**config.mk**
```make
export PLATFORM = sky130hd
export DESIGN_NAME = mem_port_arbiter
export DESIGN_NICKNAME = d
export VERILOG_FILES = /design/src/rtl/mem_port_arbiter.sv
export SDC_FILE = /design/constraint.sdc
export NUM_CORES = 1
export LEC_CHECK = 0
export ABC_AREA = 0
export CAP_MARGIN = 20
export CORE_ASPECT_RATIO = 1.2
export CORE_UTILIZATION = 25
export DETAILED_ROUTE_END_ITERATION = 7
export PLACE_DENSITY = 0.61
export SLEW_MARGIN = 20
export SYNTH_ARGS = -nofsm -noshare
export SYNTH_HDL_FRONTEND = slang
export SYNTH_SLANG_ARGS = --single-unit
```
**constraint.sdc**
```tcl
create_clock -name clk -period 1.5 [get_ports clk]
set_input_delay 0.225 -clock clk [delete_from_list [all_inputs] [get_ports clk]]
set_output_delay 0.225 -clock clk [all_outputs]
set_load 0.005 [all_outputs]
```
**src/rtl/mem_port_arbiter.sv**
```systemverilog
// Shares one single-port memory between fetch (I) and load/store (D): D has priority, with a starvation cap for I.
// Optional abort of stuck transactions is compiled in with `define MEM_ARB_TIMEOUT_EN.
module mem_port_arbiter #(
  parameter int AW       = 32,
  parameter int DW       = 32,
  parameter int D_STREAK = 4,
  parameter int TIMEOUT  = 64
) (
  input  logic          clk,
  input  logic          rst_n,
  input  logic          i_req,
  input  logic [AW-1:0] i_addr,
  input  logic          i_flush,
  output logic          i_done,
  output logic [DW-1:0] i_rdata,
  input  logic          d_req,
  input  logic          d_we,
  input  logic [AW-1:0] d_addr,
  input  logic [DW-1:0] d_wdata,
  output logic          d_done,
  output logic [DW-1:0] d_rdata,
  output logic          stall_i,
  output logic          stall_d,
  output logic          m_req,
  output logic          m_we,
  output logic [AW-1:0] m_addr,
  output logic [DW-1:0] m_wdata,
  input  logic [DW-1:0] m_rdata,
  input  logic          m_ack,
  output logic          bus_err
);
  localparam int SW = $clog2(D_STREAK + 1);

  if (D_STREAK < 1 || TIMEOUT < 1 || TIMEOUT > 255) begin : g_bad_cfg
    $error("mem_port_arbiter: D_STREAK must be >= 1 and TIMEOUT must fit the 8-bit counter");
  end

  typedef enum logic [1:0] {IDLE, BUSY_I, BUSY_D} state_t;

  state_t        state_q, state_d;
  logic [SW-1:0] streak_q, streak_d;
  logic          m_req_q, m_req_d, m_we_q, m_we_d;
  logic [AW-1:0] m_addr_q, m_addr_d;
  logic [DW-1:0] m_wdata_q, m_wdata_d;
  logic          i_done_q, i_done_d, d_done_q, d_done_d;
  logic [DW-1:0] i_rdata_q, i_rdata_d, d_rdata_q, d_rdata_d;
  logic          i_flushed_q, i_flushed_d;
  logic          bus_err_q;
  logic          elig_i, elig_d, gnt_i, gnt_d, fin, abort;

  assign elig_d = d_req & ~d_done_q;
  assign elig_i = i_req & ~i_done_q & ~i_flush;
  assign gnt_d  = (state_q == IDLE) & elig_d & (~elig_i | (streak_q < SW'(D_STREAK)));
  assign gnt_i  = (state_q == IDLE) & elig_i & ~gnt_d;
  assign fin    = (state_q != IDLE) & (m_ack | abort);

`ifdef MEM_ARB_TIMEOUT_EN
  logic [7:0] tmo_q, tmo_d;

  assign abort = (state_q != IDLE) & ~m_ack & (tmo_q == 8'(TIMEOUT - 1));

  always_comb begin
    tmo_d = tmo_q;
    if (gnt_d | gnt_i)        tmo_d = '0;
    else if (state_q != IDLE) tmo_d = tmo_q + 8'd1;
  end

  always_ff @(posedge clk or negedge rst_n) begin
    if (!rst_n) tmo_q <= '0;
    else        tmo_q <= tmo_d;
  end
`else
  assign abort = 1'b0;
`endif

  always_comb begin
    state_d     = state_q;
    streak_d    = streak_q;
    m_req_d     = m_req_q;
    m_we_d      = m_we_q;
    m_addr_d    = m_addr_q;
    m_wdata_d   = m_wdata_q;
    i_done_d    = 1'b0;
    d_done_d    = 1'b0;
    i_rdata_d   = i_rdata_q;
    d_rdata_d   = d_rdata_q;
    i_flushed_d = i_flushed_q;

    // Streak only counts D wins that actually made a waiting fetch wait longer.
    if (!i_req || gnt_i)
      streak_d = '0;
    else if (gnt_d && elig_i && streak_q != SW'(D_STREAK))
      streak_d = streak_q + 1'b1;

    case (state_q)
      IDLE: begin
        if (gnt_d) begin
          state_d   = BUSY_D;
          m_req_d   = 1'b1;
          m_we_d    = d_we;
          m_addr_d  = d_addr;
          m_wdata_d = d_wdata;
        end else if (gnt_i) begin
          state_d     = BUSY_I;
          m_req_d     = 1'b1;
          m_we_d      = 1'b0;
          m_addr_d    = i_addr;
          m_wdata_d   = '0;
          i_flushed_d = 1'b0;
        end
      end
      BUSY_I: begin
        if (i_flush) i_flushed_d = 1'b1;
        if (fin) begin
          state_d = IDLE;
          m_req_d = 1'b0;
          m_we_d  = 1'b0;
          // A redirected fetch still drains the memory but must not reach the pipeline.
          if (!(i_flushed_q || i_flush)) begin
            i_done_d  = 1'b1;
            i_rdata_d = m_ack ? m_rdata : '0;
          end
        end
      end
      BUSY_D: begin
        if (fin) begin
          state_d   = IDLE;
          m_req_d   = 1'b0;
          m_we_d    = 1'b0;
          d_done_d  = 1'b1;
          d_rdata_d = m_ack ? m_rdata : '0;
        end
      end
      default: state_d = IDLE;
    endcase
  end

  always_ff @(posedge clk or negedge rst_n) begin
    if (!rst_n) begin
      state_q     <= IDLE;
      streak_q    <= '0;
      m_req_q     <= 1'b0;
      m_we_q      <= 1'b0;
      m_addr_q    <= '0;
      m_wdata_q   <= '0;
      i_done_q    <= 1'b0;
      d_done_q    <= 1'b0;
      i_rdata_q   <= '0;
      d_rdata_q   <= '0;
      i_flushed_q <= 1'b0;
      bus_err_q   <= 1'b0;
    end else begin
      state_q     <= state_d;
      streak_q    <= streak_d;
      m_req_q     <= m_req_d;
      m_we_q      <= m_we_d;
      m_addr_q    <= m_addr_d;
      m_wdata_q   <= m_wdata_d;
      i_done_q    <= i_done_d;
      d_done_q    <= d_done_d;
      i_rdata_q   <= i_rdata_d;
      d_rdata_q   <= d_rdata_d;
      i_flushed_q <= i_flushed_d;
      bus_err_q   <= abort;
    end
  end

  assign m_req   = m_req_q;
  assign m_we    = m_we_q;
  assign m_addr  = m_addr_q;
  assign m_wdata = m_wdata_q;
  assign i_done  = i_done_q;
  assign d_done  = d_done_q;
  assign i_rdata = i_rdata_q;
  assign d_rdata = d_rdata_q;
  assign bus_err = bus_err_q;
  assign stall_i = i_req & ~i_done_q & ~i_flush;
  assign stall_d = d_req & ~d_done_q;
endmodule

```
=== Word-level counts from Yosys, hierarchy flattened ===
Index checks and enable logic that the tools add are counted.

* Logic and storage cells: 80
* Bits of input ports: 135
* Output and inout port bits: 135
* Register bits after elaboration: 138

* Magnitude comparators: 1
* Bitwise gates (word level): 15
* Equal/unequal tests: 8
* $add $sub $neg: 1
* Reductions and logical operators: 18
* Multiplexer cells: 26

{| class="wikitable"
|+ Operator list
! operator !! count
|-
| two-way mux 32 bit || 5
|-
| two-way mux 1 bit || 12
|-
| nonzero test 2 bit || 5
|-
| AND 1 bit || 8
|-
| two-way mux 2 bit || 3
|-
| two-way mux 3 bit || 2
|-
| != test 2 bit (second input constant) || 3
|-
| != test 3 bit (second input constant) || 2
|-
| inverter 1 bit || 6
|-
| case mux 1 bit (2 select lines) || 3
|-
| AND reduction 2 bit || 3
|-
| AND reduction 3 bit || 2
|-
| case mux 2 bit (2 select lines) || 1
|-
| AND reduction 4 bit || 1
|-
| adder 3 x 1 -> 3 bit (second input constant) || 1
|-
| less-than comparator 3 bit (second input constant) || 1
|-
| == test 2 x 1 -> 1 bit (second input constant) || 1
|-
| == test 2 bit (second input constant) || 1
|-
| logical AND 1 bit || 2
|-
| zero test 2 bit || 1
|-
| logical OR 1 bit || 2
|-
| != test 2 x 1 -> 1 bit (second input constant) || 1
|-
| OR reduction 2 bit || 1
|-
| zero test 1 bit || 1
|-
| bitwise OR 1 bit || 1
|}

=== Logic depth before layout (Yosys ltp) ===
Gate-level depths: netlist of the first run.

* Word-level depth: 11
* Gate-level depth with buffers: 7
* Mapped depth without buffers: 5

=== Worst setup path after synthesis of the first run ===
Ideal clock, no wire load.

* Kind: flip-flop to flip-flop
* Start point: reg state_q[0]
* End point: reg i_rdata_q[0] (netlist: i_rdata[0])
* Required time: 1.421 ns
* Buffers on the path: 2
* Path slack: -0.153 ns
* Arrival time: 1.574 ns
* Period minus slack after synthesis: 1.653 ns
* Library setup time: 0.079 ns
* Cell stages (with the launch flop): 8
* Cell sequence: dfrtp_1 -> inv_1 -> ha_1 -> nand2b_1 -> nor4b_2 -> buf_4 -> buf_6 -> mux2i_1

* Longest elaborated chain between the ends: 3
* Elaborated cells on any way between the ends: 4
* Those cells by class: eq/ne: 1; bitwise: 1; reduce/logical: 2

{| class="wikitable"
|+ Ends and longest elaborated chain
! what !! RTL line !! RTL
|-
| start, declared || 40 || <nowiki>state_t state_q, state_d;</nowiki>
|-
| start signal, assigned || 153 || <nowiki>state_q <= state_d;</nowiki>
|-
| nonzero test 2 bit || 55 || <nowiki>assign fin = (state_q != IDLE) & (m_ack | abort);</nowiki>
|-
| AND 1 bit || 55 ||
|-
| AND reduction 3 bit (no line) (*) || -- ||
|-
| end signal, assigned || 161 || <nowiki>i_rdata_q <= i_rdata_d;</nowiki>
|-
| end, declared || 46 || <nowiki>logic [DW-1:0] i_rdata_q, i_rdata_d, d_rdata_q, d_rdata_d;</nowiki>
|}

Mark *: on every way between the ends. The rest lies on a longest branch, timed or not.
A chain may end at the register's enable or synchronous reset.

=== Final worst setup path of the first run ===
* Start point: reg state_q[0]
* End point: reg m_addr_q[28] (netlist: m_addr[28])

* Longest elaborated chain between the ends: 7
* Elaborated cells on any way between the ends: 9
* Those cells by class: mux: 1; bitwise: 5; reduce/logical: 3

{| class="wikitable"
|+ Ends and longest elaborated chain
! what !! RTL line !! RTL
|-
| zero test 2 bit (*) || 53, 54, 95 ||
|-
| AND 1 bit (2 in series) || 53 || <nowiki>assign gnt_d = (state_q == IDLE) & elig_d & (~elig_i | (streak_q < SW'(D_STREAK)));</nowiki>
|-
| inverter 1 bit || 54 || <nowiki>assign gnt_i = (state_q == IDLE) & elig_i & ~gnt_d;</nowiki>
|-
| AND 1 bit || 54 ||
|-
| nonzero test 2 bit (no line) || -- ||
|-
| AND reduction 2 bit (no line) || -- ||
|-
| end signal, assigned || 157 || <nowiki>m_addr_q <= m_addr_d;</nowiki>
|-
| end, declared || 43 || <nowiki>logic [AW-1:0] m_addr_q, m_addr_d;</nowiki>
|}

Marks and branches as above.

==> run metrics, run 1 <==
status=complete, but fails checks; failing checks=setup timing; 1st-iter DRT viols=164; row count=60; maximum clock path buffer count=2; Die H=169 um; I/O Buffers=268; RSZ-0062 raised after global routing=yes; Root Driver=clkbuf_16; final WL=20,600 um; largest net degree at the start of global routing=38; Async S/R FF share, synth=1.00; fin cells=1,136; Detailed Place HPWL=13,000 um; end-of-flow core utilization=0.468; Synth cell types=40; CTS tree=yes; clk_lat worst skew=0.41 ns; TNS Setup=-14.32 ns; minimum setup slack in the final design=-0.182 ns; pre-CTS setup slack=-0.573 ns; initial antenna violation count=0; share of the synthesized area in the top cell type=0.593; Critical-path top delay cell=dfrtp_1; placed cells=1,057; Detail Route Antenna Nets=0; CP Buf/Inv Count=3; top post-synthesis cells by area=dfrtp_1, mux2_2, mux2i_1, a22o_1, a221o_1; Via density=4.53; max incr delay on CP=0.39 ns; Core ar.=22,700 um2; starting density of the core=0.257; f_max=594 MHz; cell taking the most area after synthesis=dfrtp_1; number of global-route vias before repair=5,245; power per cell area=1770 nW/um2; Pleak=0.00497 uW; aggregate global routing overflow=0; area post-placement=9160 um2; vias=5,144; Area growth syn-to-layout=82.2%; synth warn=0; count leader, synth=dfrtp_1; clk sinks=138; #FFs+latches synth=138; worst path arrival time=1.97 ns; post-synthesis sequential area ratio=0.593; Die Wd=141 um; Final nets=953; crit-path cells=inv_2, ha_4, buf_6, nand3b_4, buf_12, and3_1, a221o_1; VDD IR-drop max=0.815 mV; drc violations=0; layout cells sized above 1=0.223; TritonCTS buffer count=17; synthesized instance count=478; htree depth=4; Mapped Nets=618; Worst Path Required=1.79 ns; Setup CP Type=flop to flop; clock skew=0.00822 ns; GRT Resource Usage Total=0.168; critical path depth=7; fin. max-slew vios=0; CP Launch Type=flop; top cells by count, synth=dfrtp_1, inv_1, nand2_1; EDFF count, synth=0; drt wl/cell=18.2 um; max-cap viol count=0; crit-path max FO=20; family with the most delay on the worst path=flip-flops; Synth Flop Type=dfrtp_1; final instance area=10,600 um2; post-synthesis average cell area=12.2 um2; Crit. End Element=flop; # diodes=0; first-pass GRT wire length=30,300 um; Worst Hold Class=input pin to async pin; Pre-antenna DRT Iters=4; setup violators final=133; mapped cell area=5830 um2; Tcrit/Tclk final=1.12; Register-to-Register Path Depth=7; die area=23,900 um2; Fin. Hold Viols=0; IO Count=270; Tmin final=1.68 ns; Final GP Congestion=0.756; Reg clk slew, reported paths=0.06 ns
per-layer routing:
layer	vias up	track usage	wire (um)
met1	2539	0.200	8580
li1	2389	-	-
met4	0	0.0676	436
met2	193	0.290	10400
met5	-	0	0
met3	23	0.0406	1200
cell type report:
| class | count | area, um2 |
|---|---|---|
| clock buffer | 18 | 429 |
| clock inverter | 14 | 114 |
| fill | 2124 | 12100 |
| inverter | 40 | 150 |
| multi-input combinational | 264 | 2320 |
| sequential | 138 | 3450 |
| tap | 310 | 388 |
| timing repair buffer | 352 | 3760 |
placed cells by master (no fill, tap or decap), types with 2 or more instances in the layout:
cell and count:
a2bb2oi_2 2, a21boi_1 2, dfrtp_1 138, dlygate4sd2_1 123, o21ai_1 6, clkbuf_16 20, buf_4 38, buf_6 8
nor2b_1 2, buf_16 6, a31oi_4 4, nand2_1 37, inv_1 37, inv_2 3, a31oi_1 8, clkinvlp_4 7
clkinv_4 2, mux2i_1 30, buf_8 4, nor3_1 11, a221o_1 20, mux2_2 16, mux2_4 16, buf_12 21
a22o_1 32, nor2_4 3, inv_6 5, buf_2 2, o21ai_2 3, dlymetal6s2s_1 8, o21ai_0 6, ha_1 3
and3_1 20, clkdlybuf4s50_1 133, nand2b_4 2, bufbuf_16 4, nand3_1 16, mux2i_2 2
sequential cells by signal, summed over array words and instances, names as in the netlist:
| signal | cells |
|---|---|
| m_addr | 32 |
| i_done | 1 |
| i_flushed_q | 1 |
| state_q | 2 |
| streak_q | 3 |
| i_rdata | 32 |
| m_we | 1 |
| d_done | 1 |
| m_wdata | 32 |
| d_rdata | 32 |
| m_req | 1 |
cells by family (layout without fill, tap and decap cells):
group,Yosys count,count (layout),share of synthesized area
other,1,1,0.000644
adder cells (fa/ha/maj),5,5,0.0107
multiplexers,64,64,0.117
AND/OR/NAND/NOR,105,106,0.0996
buffers and inverters,77,424,0.0597
AO/OA/AOI/OAI,88,88,0.120
flip-flops,138,138,0.593
through the flow:
step | hold WS (ns) | total power [uW]
floorplan | -0.0706 | 9120
CTS | 0.285 | 18300
finish | 0.285 | 18800
global placement | 0.163 | 13800
global route | 0.308 | 19900
detailed placement | 0.164 | 13900
where the power goes:
part           switching (uW)  internal [uW]
Sequential                779           5320
Combinational            3450           5330
Clock                    1780           2140
worst paths after layout:
path / start / end / slack (ns)
worst max-delay path: state_q[0]$_DFFE_PN0P_ / m_addr[28]$_DFFE_PN0P_ / -0.18
worst min-delay path: rst_n / m_wdata[26]$_DFFE_PN0P_ / 0.29
worst max register to register: state_q[0]$_DFFE_PN0P_ / m_addr[28]$_DFFE_PN0P_ / -0.18
worst min register to register: d_rdata[31]$_DFFE_PN0P_ / d_rdata[31]$_DFFE_PN0P_ / 0.50
max in group asynchronous: rst_n / m_addr[24]$_DFFE_PN0P_ / 0.66
min in group clk: m_rdata[13] / i_rdata[13]$_DFFE_PN0P_ / 0.39
what timing repair did:
action | 4_1_cts | 5_1_grt
hold buffers | 1 | 0
hold endpoints to repair | 32 | 0
gates resized for setup | 176 | 62
endpoints found under the setup margin | 264 | 146
setup buffers | 26 | 9
cloned | 12 | 4
pin swaps | 23 | 13
(Power assumes the default switching activity.)
==> run 2, diff against run 1 <==
CORE_MARGIN = 2   (was unset)
==> run 2 against run 1 <==
Net effect: core utilization is 2.5 points higher; critical path type unchanged; wire length is 12% higher; largest cell class unchanged; sequential cell count stayed put; critical path depth is 1 higher; highest routed layer unchanged; the run still ends with setup timing left; global-route usage is 0.49 points higher; cell count is 3.3% higher; hold slack worse by 0.0042 ns; combinational power is 15% higher.
==> run metrics, run 2 (synthesis results as in run 1) <==
f_max=568 MHz; initial antenna violation count=1; Die Wd=143 um; RSZ-0062 raised after global routing=yes; CTS tree=yes; IO Count=270; Root Driver=clkbuf_16; htree depth=4; area post-placement=9180 um2; Detailed Place HPWL=13,500 um; Pre-antenna DRT Iters=4; Worst Path Required=1.79 ns; drt wl/cell=19.8 um; most frequent cells in the layout=dfrtp_1, clkdlybuf4s50_1, dlygate4sd2_1; Detail Route Antenna Nets=0; Fin. Hold Viols=0; status=complete, but fails checks; failing checks=setup timing; fin cells=1,173; fin. max-slew vios=0; Final GP Congestion=0.776; setup violators final=134; clk_lat worst skew=0.41 ns; CP Launch Type=flop; Tmin final=1.76 ns; Area growth syn-to-layout=95.1%; hold slack=0.281 ns; starting density of the core=0.253; Setup CP Type=flop to flop; end-of-flow core utilization=0.493; Tcrit/Tclk final=1.17; largest net degree at the start of global routing=34; power per cell area=1810 nW/um2; crit-path max FO=5; Final nets=984; final WL=23,200 um; die area=24,500 um2; most common cell after layout, fill and taps aside=dfrtp_1; vias=5,337; final instance area=11,400 um2; Pleak=0.00524 uW; first-pass GRT wire length=32,200 um; Core ar.=23,000 um2; Crit. End Element=flop; Via density=4.55; I/O Buffers=268; Reg clk slew, reported paths=0.07 ns; row count=61; worst path arrival time=2.05 ns; TritonCTS buffer count=17; aggregate global routing overflow=0; Die H=171 um; max-cap viol count=0; maximum clock path buffer count=2; drc violations=0; minimum setup slack in the final design=-0.260 ns; clock skew=0.0138 ns; VDD IR-drop max=0.757 mV; Worst Hold Class=input pin to async pin; GRT Resource Usage Total=0.173; layout cells sized above 1=0.305; placed cells=1,067; number of global-route vias before repair=5,514; clk sinks=138; 1st-iter DRT viols=224
run 2: cell count changes in the layout (fill, tap and decap cells not counted), sizes merged, moves of 2 or more:
cell	previous run	this run
buf	79	110
inv	45	49
clkinvlp	7	2
bufbuf	4	0
clkbuf	22	24
run 2: final cells by class:
class                      count  area (um2)
fill                        2079       11700
timing repair buffer         382        4060
sequential                   138        3450
multi-input combinational    265        2730
clock buffer                  17         425
tap                          315         394
clock inverter                15         151
inverter                      40         150
antenna                        1        2.50
run 2: worst max-delay path, stage by stage, from the launching register on:
cell and delay [ns]:
dfrtp_1 0.36, inv_2 0.06, ha_4 0.17, buf_6 0.12
nand3b_1 0.20, buf_6 0.18, buf_12 0.13, buf_12 0.13
mux2_4 0.30
run 2: stage by stage:
stage | total power, uW | worst slack, ns | setup TNS (ns)
after floorplan | 9120 | -0.0187 | -1.05
after global placement | 13900 | -0.590 | -53.46
after detailed placement | 14000 | -0.646 | -56.28
after CTS | 19400 | -0.266 | -21.05
after global routing | 21700 | -0.337 | -31.38
final | 20600 | -0.260 | -22.39
run 2: what timing repair did:
action / 4_1_cts / 5_1_grt
hold buffers: 1 / 0
endpoints found under the hold margin: 24 / 0
cloned: 13 / 6
pin swaps: 43 / 26
endpoints found under the setup margin: 264 / 147
resized for setup: 224 / 118
buffers inserted: 40 / 22
run 2: per-layer routing:
metal / routed length [um] / global-route usage / share of wire / up-vias
met5: 0 / 0 / 0 / -
met4: 566 / 0.0656 / 0.024 / 0
met3: 1230 / 0.0418 / 0.053 / 31
met2: 12200 / 0.304 / 0.53 / 182
met1: 9180 / 0.203 / 0.40 / 2674
li1: - / - / - / 2450
run 2: path summary, 6_finish.rpt:
kind,slack [ns],end,depth (start not counted),from
max,-0.26,d_rdata[24]$_DFFE_PN0P_,8,state_q[1]$_DFFE_PN0P_
min,0.28,m_wdata[24]$_DFFE_PN0P_,2,rst_n
max reg2reg,-0.26,d_rdata[24]$_DFFE_PN0P_,8,state_q[1]$_DFFE_PN0P_
min reg2reg,0.50,d_rdata[16]$_DFFE_PN0P_,1,d_rdata[16]$_DFFE_PN0P_
max in group asynchronous,0.69,m_wdata[17]$_DFFE_PN0P_,3,rst_n
min in group clk,0.40,m_addr[4]$_DFFE_PN0P_,3,d_addr[4]
run 2: where the power goes:
group / total (uW) / internal (uW) / switching, uW
logic: 10100 / 6190 / 3940
clock network: 4220 / 2350 / 1870
registers: 6230 / 5320 / 908
total: 20600 / 13900 / 6720
